### src/rtl/ddr5_dqs_pkg.sv
// Shared DDR5 DQS definitions for the write-side generator and read-side detector.
// Holds the preamble/postamble patterns (left-aligned, MSB first), their lengths and the FSM encoding.
package ddr5_dqs_pkg;

   localparam int AMBLE_W = 9;
   localparam int ALEN_W  = 4;

   typedef struct packed {
      logic [AMBLE_W-1:0] pat;
      logic [ALEN_W-1:0]  len;
   } amble_t;

   localparam logic [AMBLE_W-1:0] PRE_PAT_000 = 9'b10_0000000;
   localparam logic [AMBLE_W-1:0] PRE_PAT_001 = 9'b0010_00000;
   localparam logic [AMBLE_W-1:0] PRE_PAT_010 = 9'b1110_00000;
   localparam logic [AMBLE_W-1:0] PRE_PAT_011 = 9'b000010_000;
   localparam logic [AMBLE_W-1:0] PRE_PAT_100 = 9'b00001010_0;

   localparam logic [ALEN_W-1:0] PRE_LEN_000 = 4'd2;
   localparam logic [ALEN_W-1:0] PRE_LEN_001 = 4'd4;
   localparam logic [ALEN_W-1:0] PRE_LEN_010 = 4'd4;
   localparam logic [ALEN_W-1:0] PRE_LEN_011 = 4'd6;
   localparam logic [ALEN_W-1:0] PRE_LEN_100 = 4'd8;

   localparam logic [AMBLE_W-1:0] POST_PAT_0 = 9'b0_00000000;
   localparam logic [AMBLE_W-1:0] POST_PAT_1 = 9'b010_000000;
   localparam logic [ALEN_W-1:0]  POST_LEN_0 = 4'd1;
   localparam logic [ALEN_W-1:0]  POST_LEN_1 = 4'd3;

   localparam logic [1:0] ST_IDLE      = 2'd0;
   localparam logic [1:0] ST_PREAMBLE  = 2'd1;
   localparam logic [1:0] ST_BURST     = 2'd2;
   localparam logic [1:0] ST_POSTAMBLE = 2'd3;

   typedef enum logic [1:0] {
      IDLE      = ST_IDLE,
      PREAMBLE  = ST_PREAMBLE,
      BURST     = ST_BURST,
      POSTAMBLE = ST_POSTAMBLE
   } state_t;

   // Reserved encodings 101-111 fall back to the 2-UI preamble.
   function automatic amble_t pre_amble_lookup(input logic [2:0] sett);
      amble_t r;
      case (sett)
         3'b001:  r = '{pat: PRE_PAT_001, len: PRE_LEN_001};
         3'b010:  r = '{pat: PRE_PAT_010, len: PRE_LEN_010};
         3'b011:  r = '{pat: PRE_PAT_011, len: PRE_LEN_011};
         3'b100:  r = '{pat: PRE_PAT_100, len: PRE_LEN_100};
         default: r = '{pat: PRE_PAT_000, len: PRE_LEN_000};
      endcase
      return r;
   endfunction

   function automatic amble_t post_amble_lookup(input logic sett);
      amble_t r;
      if (sett) r = '{pat: POST_PAT_1, len: POST_LEN_1};
      else      r = '{pat: POST_PAT_0, len: POST_LEN_0};
      return r;
   endfunction

endpackage

### src/rtl/dqs_amble_serializer.sv
// Loadable MSB-first shift register with a remaining-UI counter.
// Ports: load_i/tail_i/len_i load a pattern tail; shift_i advances; next_o is the following UI, last_o flags the final UI.
module dqs_amble_serializer #(
   parameter int CNT_W = 4
) (
   input  logic             clk_i,
   input  logic             reset_i,
   input  logic             load_i,
   input  logic             shift_i,
   input  logic [7:0]       tail_i,
   input  logic [CNT_W-1:0] len_i,
   output logic             next_o,
   output logic             last_o
);

   logic [7:0]       sreg_q, sreg_d;
   logic [CNT_W-1:0] cnt_q, cnt_d;

   // The head UI of a pattern goes straight into the output flop at load
   // time, so only the tail is held here; cnt counts the current UI too.
   always_comb begin
      sreg_d = sreg_q;
      cnt_d  = cnt_q;
      if (load_i) begin
         sreg_d = tail_i;
         cnt_d  = len_i;
      end else if (shift_i) begin
         sreg_d = {sreg_q[6:0], 1'b0};
         if (cnt_q != '0) cnt_d = cnt_q - CNT_W'(1);
      end
   end

   always_ff @(posedge clk_i or posedge reset_i) begin
      if (reset_i) begin
         sreg_q <= '0;
         cnt_q  <= '0;
      end else begin
         sreg_q <= sreg_d;
         cnt_q  <= cnt_d;
      end
   end

   assign next_o = sreg_q[7];
   assign last_o = (cnt_q == CNT_W'(1));

endmodule

### src/rtl/dqs_preamble_generator.sv
// Write-path DQS generator: preamble, toggling burst window, postamble, one UI per clk_i.
// Ports: start_i + settings in; registered dqs_o, dqs_oe_o, burst_win_o, ready_o, done_o out.
module dqs_preamble_generator
   import ddr5_dqs_pkg::*;
#(
   parameter int BURST_LEN = 16,
   parameter int CHOP_LEN  = 8
) (
   input  logic       clk_i,
   input  logic       reset_i,
   input  logic       start_i,
   input  logic [2:0] pre_amble_sett_i,
   input  logic       post_amble_sett_i,
   input  logic       bl_chop_i,
   output logic       dqs_o,
   output logic       dqs_oe_o,
   output logic       burst_win_o,
   output logic       ready_o,
   output logic       done_o
);

   localparam int CNT_W = $clog2((BURST_LEN > 8) ? BURST_LEN : 8) + 1;
   localparam logic [CNT_W-1:0] BL_FULL = CNT_W'(BURST_LEN);
   localparam logic [CNT_W-1:0] BL_CHOP = CNT_W'(CHOP_LEN);

   state_t           state_q, state_d;
   logic             dqs_q, dqs_d;
   logic             oe_q, oe_d;
   logic             bw_q, bw_d;
   logic             ready_q, ready_d;
   logic             done_q, done_d;
   logic             chop_q, chop_d;
   logic             post_q, post_d;
   logic [CNT_W-1:0] bcnt_q, bcnt_d;

   amble_t pre_lut, post_lut;
   logic   pre_load, pre_shift, pre_next, pre_last;
   logic   post_load, post_shift, post_next, post_last;

   assign pre_lut  = pre_amble_lookup(pre_amble_sett_i);
   assign post_lut = post_amble_lookup(post_q);

   dqs_amble_serializer #(.CNT_W(CNT_W)) u_pre_ser (
      .clk_i   (clk_i),
      .reset_i (reset_i),
      .load_i  (pre_load),
      .shift_i (pre_shift),
      .tail_i  (pre_lut.pat[7:0]),
      .len_i   (CNT_W'(pre_lut.len)),
      .next_o  (pre_next),
      .last_o  (pre_last)
   );

   dqs_amble_serializer #(.CNT_W(CNT_W)) u_post_ser (
      .clk_i   (clk_i),
      .reset_i (reset_i),
      .load_i  (post_load),
      .shift_i (post_shift),
      .tail_i  (post_lut.pat[7:0]),
      .len_i   (CNT_W'(post_lut.len)),
      .next_o  (post_next),
      .last_o  (post_last)
   );

   // Every output is the value for the UI after the coming edge, so each
   // phase hands over by computing the first UI of the next phase.
   always_comb begin
      state_d    = state_q;
      dqs_d      = 1'b0;
      oe_d       = 1'b0;
      bw_d       = 1'b0;
      done_d     = 1'b0;
      chop_d     = chop_q;
      post_d     = post_q;
      bcnt_d     = bcnt_q;
      pre_load   = 1'b0;
      pre_shift  = 1'b0;
      post_load  = 1'b0;
      post_shift = 1'b0;
      unique case (state_q)
         IDLE: begin
            if (start_i) begin
               chop_d   = bl_chop_i;
               post_d   = post_amble_sett_i;
               pre_load = 1'b1;
               state_d  = PREAMBLE;
               dqs_d    = pre_lut.pat[8];
               oe_d     = 1'b1;
            end
         end
         PREAMBLE: begin
            oe_d = 1'b1;
            if (pre_last) begin
               state_d = BURST;
               dqs_d   = 1'b1;
               bw_d    = 1'b1;
               bcnt_d  = chop_q ? BL_CHOP : BL_FULL;
            end else begin
               pre_shift = 1'b1;
               dqs_d     = pre_next;
            end
         end
         BURST: begin
            oe_d = 1'b1;
            if (bcnt_q != '0) bcnt_d = bcnt_q - CNT_W'(1);
            if (bcnt_q == CNT_W'(1)) begin
               state_d   = POSTAMBLE;
               post_load = 1'b1;
               dqs_d     = post_lut.pat[8];
            end else begin
               dqs_d = ~dqs_q;
               bw_d  = 1'b1;
            end
         end
         POSTAMBLE: begin
            if (post_last) begin
               state_d = IDLE;
               done_d  = 1'b1;
            end else begin
               oe_d       = 1'b1;
               post_shift = 1'b1;
               dqs_d      = post_next;
            end
         end
         default: state_d = IDLE;
      endcase
      ready_d = (state_d == IDLE);
   end

   always_ff @(posedge clk_i or posedge reset_i) begin
      if (reset_i) begin
         state_q <= IDLE;
         dqs_q   <= 1'b0;
         oe_q    <= 1'b0;
         bw_q    <= 1'b0;
         ready_q <= 1'b1;
         done_q  <= 1'b0;
         chop_q  <= 1'b0;
         post_q  <= 1'b0;
         bcnt_q  <= '0;
      end else begin
         state_q <= state_d;
         dqs_q   <= dqs_d;
         oe_q    <= oe_d;
         bw_q    <= bw_d;
         ready_q <= ready_d;
         done_q  <= done_d;
         chop_q  <= chop_d;
         post_q  <= post_d;
         bcnt_q  <= bcnt_d;
      end
   end

   assign dqs_o       = dqs_q;
   assign dqs_oe_o    = oe_q;
   assign burst_win_o = bw_q;
   assign ready_o     = ready_q;
   assign done_o      = done_q;

endmodule

### config.mk
export PLATFORM = sky130hd
export DESIGN_NAME = dqs_preamble_generator
export DESIGN_NICKNAME = d
export VERILOG_FILES = /design/src/rtl/ddr5_dqs_pkg.sv /design/src/rtl/dqs_amble_serializer.sv /design/src/rtl/dqs_preamble_generator.sv
export SDC_FILE = /design/constraint.sdc
export NUM_CORES = 1
export LEC_CHECK = 0
export ABC_AREA = 1
export CAP_MARGIN = 20
export CORE_ASPECT_RATIO = 1.5
export CORE_MARGIN = 5
export CORE_UTILIZATION = 60
export CTS_CLUSTER_DIAMETER = 200
export DETAILED_ROUTE_END_ITERATION = 12
export GPL_ROUTABILITY_DRIVEN = 0
export HOLD_SLACK_MARGIN = 0.02
export PLACE_DENSITY = 0.81
export SLEW_MARGIN = 20
export SYNTH_ARGS = -nofsm -noshare
export SYNTH_HDL_FRONTEND = slang
export SYNTH_SLANG_ARGS = --single-unit
### constraint.sdc
create_clock -name clk_i -period 5 [get_ports clk_i]
set_clock_uncertainty 0.2 [all_clocks]
set_input_delay 0.5 -clock clk_i [delete_from_list [all_inputs] [get_ports clk_i]]
set_output_delay 0.5 -clock clk_i [all_outputs]
set_load 0.1 [all_outputs]
==> results of run 1 <==
[power by group through the flow]
stage	clock network, mW	logic (mW)	registers, mW
6_report	0.185	0.0158	0.251
2_1_floorplan	0	0.00678	0.255
3_3_place_gp	0	0.0162	0.255
4_1_cts	0.192	0.0163	0.251
3_5_place_dp	0	0.0162	0.255
5_1_grt	0.204	0.0180	0.251
[cells by family after synthesis]
kind of cell | share of synthesized area, %
compound gates | 10.0
xor+xnor | 0.477
fa+ha+maj | 8.17
buf+inv | 7.83
flops | 42.3
simple gates | 31.2
[final timing paths]
path                                        end  cells after the start  slack [ps]                start
min in group asynchronous  u_post_ser.sreg_q[7]                      3         400              reset_i
min reg2reg                 u_pre_ser.sreg_q[2]                      2         280  u_pre_ser.sreg_q[2]
max reg2reg                 u_post_ser.cnt_q[1]                      8        3060           state_q[0]
min                         u_pre_ser.sreg_q[2]                      2         280  u_pre_ser.sreg_q[2]
max in group asynchronous               ready_o                      3        3890              reset_i
max                                     ready_o                      1        2380              ready_o
[stage by stage]
step	setup WS (ps)	hold slack (ps)	instances	area, um2	power, mW
after floorplan	3390	243	228	1840	0.262
after global placement	2680	263	278	2000	0.272
after detailed placement	2680	265	278	2000	0.272
after CTS	2360	280	286	2080	0.460
after global routing	2350	299	286	2080	0.473
final	2380	280	286	2080	0.452
[state kept, by name, indices dropped and copies added, names as in the netlist]
name               count
u_pre_ser.cnt_q        5
chop_q                 1
u_post_ser.cnt_q       5
ready_o                1
state_q                2
u_post_ser.sreg_q      1
bcnt_q                 5
burst_win_o            1
dqs_o                  1
done_o                 1
post_q                 1
u_pre_ser.sreg_q       6
dqs_oe_o               1
[per-layer routing]
metal | track usage, % | up-vias | share of wire [%]
met4 | 9.98 | 0 | 2.1
met1 | 18.1 | 703 | 40
met3 | 5.17 | 6 | 3.4
li1 | - | 771 | -
met2 | 33.6 | 20 | 55
met5 | 0 | - | 0
[cell usage in the layout (no fill, tap or decap), drive strengths merged]
master / count
dfstp: 1
dfrtp: 30
clkinv: 1
o22ai: 1
inv: 35
nand2: 62
a22oi: 2
xor2: 1
nor2: 23
clkbuf: 7
o211a: 1
buf: 1
ha: 12
nor3: 1
nand4: 5
o21ai: 21
a31oi: 1
nand3: 23
a21oi: 6
nand3b: 1
clkdlybuf4s50: 12
[cell type report]
type	instances	area share [%]
Inverter	35	6.31
Sequential cell	31	37.3
Tap cell	39	2.34
Clock inverter	1	0.240
Multi-Input combinational cell	160	44.0
Clock buffer	7	3.66
Timing Repair Buffer	13	6.13
==> results_dict.tcl, run 1 <==
set metrics [dict create \
    drc 0 \
    cts_made_buffers 5 \
    seq_area_frac_synth_pct 42.3 \
    crit_path_start_kind "register" \
    clock-sinks 31 \
    max_freq_mhz 382 \
    antenna_left 0 \
    end_kind "output pin" \
    clk_pin_slew_ps 70 \
    synth_cells 228 \
    io_buffers 12 \
    avgSynthCellArea_um2 8.06 \
    slew_violations 0 \
    synthArstFlopShare_pct 100 \
    coreArea_um2 2940 \
    crit_chain "clkdlybuf4s50_1" \
    start_util_pct 62.5 \
    pwr-share-comb_pct 3.5 \
    leakagePower_nw 1.07 \
    synth_ff_type "dfrtp_1" \
    drt-total-wl_um 3370 \
    nNetsFinal 266 \
    hold_viol_final 0 \
    htree_levels 2 \
    num-fill-cells 279 \
    slew-limit-headroom_pct 34.8 \
    rsz0062_at_grt "no" \
    synth_most_common_cell "nand2_1" \
    ys_seq_elements 31 \
    grt_pass1_wl_um 5890 \
    critPathMaxStageDelay_ps 1120 \
    antenna_found_initial 0 \
    drt-pass1-iter-count 4 \
    ir_drop_v 0.000198 \
    grt_max_degree 32 \
    synth_area_leaders "dfrtp_1 (41%), nand2_1 (11%), ha_1 (8.2%)" \
    area_delta_synth_final_pct 13.3 \
    routed_via_density 5.24 \
    dp_hpwl_um 2570 \
    seqPwrFrac_pct 55.5 \
    cap_violations 0 \
    crit_family "buffers and inverters" \
    grt_pass1_vias 1500 \
    p_sw_share_pct 21.5 \
    cts_root_buf "clkbuf_8" \
    worst_pin_slew_ps 975 \
    die_h_um 77.8 \
    cts_tree "built" \
    dr_total_vias 1500 \
    layout-drive-gt1-share_pct 11.3 \
    synth_area_um2 1840 \
    die_area_um2 4290 \
    crit_slowest_cell "clkdlybuf4s50_1" \
    worstSkewPairLatency_ps 280 \
    clockPowerShare_pct 41.0 \
    setup_tns_ps 0 \
    wl_per_cell_um 11.8 \
    ctsHoldBuffers 0 \
    post_cts_resized 0 \
    n_antenna_cell 0 \
    synth_top_area_cell "dfrtp_1" \
    syn_nets 248 \
    regArea_um2 777 \
    die_w_um 55.2 \
    crit_path_max_fanout 1 \
    grt_overflow_total 0 \
    internal_power_mw 0.355 \
    crit_buf_inv 1 \
    synth_top_cell_area_share_pct 40.8 \
    cts_buffer_depth 2 \
    fin_crit_ps 2620 \
    yosysWarningCount 0 \
    outcome "complete, no violations" \
    hp-class "register to register" \
    setup_violations 0 \
    crit_arrival_ps 1920 \
    yosys.cell_types.count 27 \
    pwr_density_cell_nw_per_um2 217 \
    synth_common_cells "nand2_1 (54), inv_1 (31), dfrtp_1 (30), nand3_1 (23), nor2_1 (16)" \
    p_switching_mw 0.0971 \
    io_pins 13 \
    post_cts_buffers 0 \
    drtIter0Drc 49 \
    num_rows 24 \
    cp.required_ps 4300 \
    criticalPathCategory "register to output pin" \
    multiInputGateArea_um2 917 \
    synth_edf_count 0 \
    grt_use_total_pct 18.8 \
    fin_crit_sh_pct 52.3 \
    finish.utilization_pct 70.8 \
]
(Power assumes the default switching activity.)
==> inputs of run 2 (changes only) <==
CORE_UTILIZATION = 58   (was 60)
PLACE_DENSITY = 0.79   (was 0.81)
clock period = 2.6 ns   (was 5 ns; I/O delays follow)
==> run 2 against run 1 <==
Setup slack got worse by 1700 ps. Clock power is 91% higher. Cell count grew 0.35%. Die area is 2.9% higher. Design area shrank 0.54%. Global-route usage is 0.88 points lower. Combinational power up 91%. Critical path depth up 7. Power up 92%. Largest cell class unchanged.
==> results_dict.tcl, run 2 (same netlist as run 1, synthesis figures left out) <==
set metrics [dict create \
    outcome "complete, no violations" \
    cts_made_buffers 5 \
    place_worst_setup_slack_ps 691 \
    worst_pin_slew_ps 400 \
    p_switching_mw 0.183 \
    grt_overflow_total 0 \
    ctsHoldBuffers 0 \
    cap_violations 0 \
    crit_path_start_kind "register" \
    max_freq_mhz 515 \
    largest_reg_flops 6 \
    io_pins 13 \
    layout_common_cells "nand2_1 (54), inv_1 (31), dfrtp_1 (30), nand3_1 (23), nor2_1 (16)" \
    dr_total_vias 1482 \
    crit_path_max_fanout 10 \
    post_cts_buffers 0 \
    num-fill-cells 264 \
    fin_crit_ps 1940 \
    clockPowerShare_pct 40.8 \
    fin_crit_sh_pct 74.7 \
    crit_arrival_ps 1940 \
    grt_pass1_vias 1537 \
    largest_register "u_pre_ser.sreg_q" \
    grt_use_total_pct 17.9 \
    finalInstanceArea_um2 2070 \
    grt_pass1_wl_um 6240 \
    hold_viol_final 0 \
    p_sw_share_pct 21.2 \
    critPathMaxStageDelay_ps 420 \
    htree_levels 2 \
    io_buffers 12 \
    ir_drop_v 0.000383 \
    routed_via_density 5.16 \
    pwr-share-comb_pct 3.5 \
    start_util_pct 59.4 \
    drt-pass1-iter-count 4 \
    crit_slowest_cell "dfrtp_1" \
    antenna_left 0 \
    placed_cells 279 \
    setup_violations 0 \
    die_h_um 78.9 \
    antenna_found_initial 0 \
    crit_buf_inv 2 \
    cts_tree "built" \
    grt_max_degree 32 \
    clk_pin_slew_ps 60 \
    dp_hpwl_um 2560 \
    post_cts_resized 0 \
    slew-limit-headroom_pct 73.3 \
    layout-drive-gt1-share_pct 13.4 \
    internal_power_mw 0.682 \
    end_kind "register" \
    wl_per_cell_um 11.6 \
    num_rows 25 \
    seqPwrFrac_pct 55.7 \
    leakagePower_nw 1.08 \
    crit_family "flip-flops" \
    cts_root_buf "clkbuf_8" \
    die_w_um 56.0 \
    die_area_um2 4420 \
    worst_slack_ps 658 \
    criticalPathCategory "register to register" \
    pwr_density_cell_nw_per_um2 418 \
    nNetsFinal 266 \
    stdcell_count 287 \
    coreArea_um2 3100 \
    hp-class "input pin to async pin" \
    worstSkewPairLatency_ps 270 \
    area_delta_synth_final_pct 12.7 \
    slew_violations 0 \
    drtIter0Drc 28 \
    drc 0 \
    layout_commonest_cell "nand2_1" \
    finish.utilization_pct 66.9 \
    clock-sinks 31 \
    n_antenna_cell 0 \
    crit_chain "inv_1, ha_1, inv_1, nor2_2, nand2_1, o21ai_0, nand2_1, o21ai_1" \
    power.total_mw 0.866 \
    rsz0062_at_grt "no" \
    cts_buffer_depth 2 \
    setup_tns_ps 0 \
    drt-total-wl_um 3340 \
    hold_slack_ps 162 \
    placed_area_um2 1990 \
    cp.required_ps 2600 \
]
-- run 2: changes by cell type in the layout (fill, tap and decap cells not counted) --
cell and change:
buf_4 +5, clkdlybuf4s50_1 -5
-- run 2: power by group through the flow --
stage	logic, mW	clock network, mW	registers (mW)
3_5_place_dp	0.0306	0	0.491
6_report	0.0301	0.353	0.483
5_1_grt	0.0342	0.387	0.482
4_1_cts	0.0307	0.363	0.482
2_1_floorplan	0.0130	0	0.491
3_3_place_gp	0.0303	0	0.491
-- run 2: layout make-up --
type | instances | area, um2 | share of cell area [%]
clock buffers | 7 | 76.3 | 3.68
clock inverters | 1 | 5.00 | 0.242
inverters | 35 | 131 | 6.34
multi-input cells | 160 | 917 | 44.3
flip-flops and latches | 31 | 777 | 37.5
well taps | 40 | 50.0 | 2.42
repair buffers | 13 | 115 | 5.56
-- run 2: worst paths after layout --
check	startpoint	endpoint	slack, ps	cells past startpoint
worst max register to register	state_q[0]	u_post_ser.cnt_q[1]	660	8
max in group asynchronous	reset_i	ready_o	1710	3
min in group clk_i	u_pre_ser.sreg_q[4]	u_pre_ser.sreg_q[4]	290	2
worst max-delay path	state_q[0]	u_post_ser.cnt_q[1]	660	8
worst min-delay path	reset_i	bcnt_q[0]	160	3
worst min register to register	u_pre_ser.sreg_q[4]	u_pre_ser.sreg_q[4]	290	2
-- run 2: metal layers --
layer	global-route usage, %	wire length (um)
met2	33.5	1830
met5	0	0
met1	18.2	1330
met3	2.60	84
met4	11.2	95
-- run 2: worst reg2reg max path, stage by stage, from the launching register on --
cell	delay [ps]
dfrtp_1	420
inv_1	150
ha_1	380
inv_1	170
nor2_2	240
nand2_1	90
o21ai_0	90
nand2_1	70
o21ai_1	70
==> inputs of run 3 (changes only) <==
clock period = 1.9 ns   (was 2.6 ns; I/O delays follow)
==> run 3 against run 2 <==
Critical path type unchanged. Largest power group unchanged. Highest routed layer unchanged. Sequential power increased by 37%. Setup slack got worse by 500 ps. Sequential share of layout area decreased by 1.0 points.
==> results_dict.tcl, run 3 (same netlist as run 1, synthesis figures left out) <==
set metrics [dict create \
    cts_made_buffers 5 \
    ctsHoldBuffers 0 \
    hp-class "input pin to async pin" \
    post_cts_buffers 0 \
    placed_area_um2 2050 \
    clock-sinks 31 \
    worstSkewPairLatency_ps 280 \
    crit_path_start_kind "register" \
    leakagePower_nw 1.10 \
    coreArea_um2 3100 \
    die_h_um 78.9 \
    post_cts_resized 0 \
    area_delta_synth_final_pct 15.9 \
    criticalPathCategory "register to register" \
    largest_reg_flops 6 \
    slew-limit-headroom_pct 74.8 \
    dp_hpwl_um 2740 \
    setup_violations 0 \
    fin_crit_ps 1750 \
    num_rows 25 \
    layout_common_cells "nand2_1 (54), inv_1 (30), dfrtp_1 (30), nand3_1 (23), nor2_1 (16)" \
    finalInstanceArea_um2 2130 \
    slew_violations 0 \
    largest_register "u_pre_ser.sreg_q" \
    grt_use_total_pct 18.4 \
    worst_pin_slew_ps 373 \
    clk_pin_slew_ps 60 \
    rr_worst_depth 8 \
    grt_pass1_vias 1546 \
    cp.required_ps 1880 \
    htree_levels 2 \
    antenna_left 0 \
    drc 0 \
    outcome "complete, no violations" \
    grt_max_degree 32 \
    start_util_pct 59.4 \
    wl_per_cell_um 12.0 \
    die_area_um2 4420 \
    pwr_density_cell_nw_per_um2 561 \
    drt-pass1-iter-count 6 \
    cts_buffer_depth 2 \
    drtIter0Drc 20 \
    antenna_found_initial 0 \
    layout-drive-gt1-share_pct 15.5 \
    routed_via_density 5.25 \
    drt-total-wl_um 3500 \
    rsz0062_at_grt "no" \
    die_w_um 56.0 \
    crit_path_max_fanout 8 \
    cap_violations 0 \
    r2r_setup_slack_ps 150 \
    io_buffers 12 \
    cts_root_buf "clkbuf_8" \
    dr_total_vias 1529 \
    max_freq_mhz 573 \
    hold_viol_final 0 \
    io_pins 13 \
    cts_tree "built" \
    grt_overflow_total 0 \
    setup_tns_ps 0 \
    fin_crit_sh_pct 91.9 \
    layout_commonest_cell "nand2_1" \
    ir_drop_v 0.000487 \
    nNetsFinal 270 \
    crit_arrival_ps 1720 \
    power.total_mw 1.20 \
    end_kind "register" \
    grt_pass1_wl_um 6330 \
    n_antenna_cell 0 \
]
-- run 3: cell type report --
class / instances / area, um2
timing repair buffer: 17 / 170
clock inverter: 2 / 12.5
inverter: 35 / 131
tap: 40 / 50.0
sequential: 31 / 777
multi-input combinational: 160 / 917
fill: 261 / 966
clock buffer: 6 / 72.6
-- run 3: worst paths after layout --
path,start,endpoint
min reg2reg,u_pre_ser.sreg_q[3],u_pre_ser.sreg_q[3]
max,state_q[1],u_pre_ser.cnt_q[1]
min in group clk_i,bl_chop_i,chop_q
max reg2reg,state_q[1],u_pre_ser.cnt_q[1]
max in group asynchronous,reset_i,ready_o
min,reset_i,dqs_oe_o
-- run 3: routing by layer --
metal	GRT usage (%)	part of all wire, %
met1	17.1	38
met2	35.4	56
met3	4.23	3.1
met4	11.2	2.9
met5	0	0
-- run 3: report_power, final --
group	switching, mW	internal [mW]
registers	0	0.660
logic	0.0240	0.0171
clock network	0.239	0.255
total	0.263	0.933
-- run 3: worst max-delay path: stages (launching register included) --
cell     delay (ps)
dfrtp_1         440
inv_2            90
ha_1            210
nand2_2         170
inv_2           110
o21ai_4         210
inv_2            80
nand3_1          70
nand2_1          50
-- run 3: per-stage QoR --
stage	cells	worst slack (ps)	hold slack (ps)	utilization, %
finish	291	153	79.3	68.8
global route	291	11.5	136	68.8
CTS	291	108	83.8	68.8
detailed placement	283	142	273	66.1
global placement	283	173	270	66.1
floorplan	228	288	92.8	-
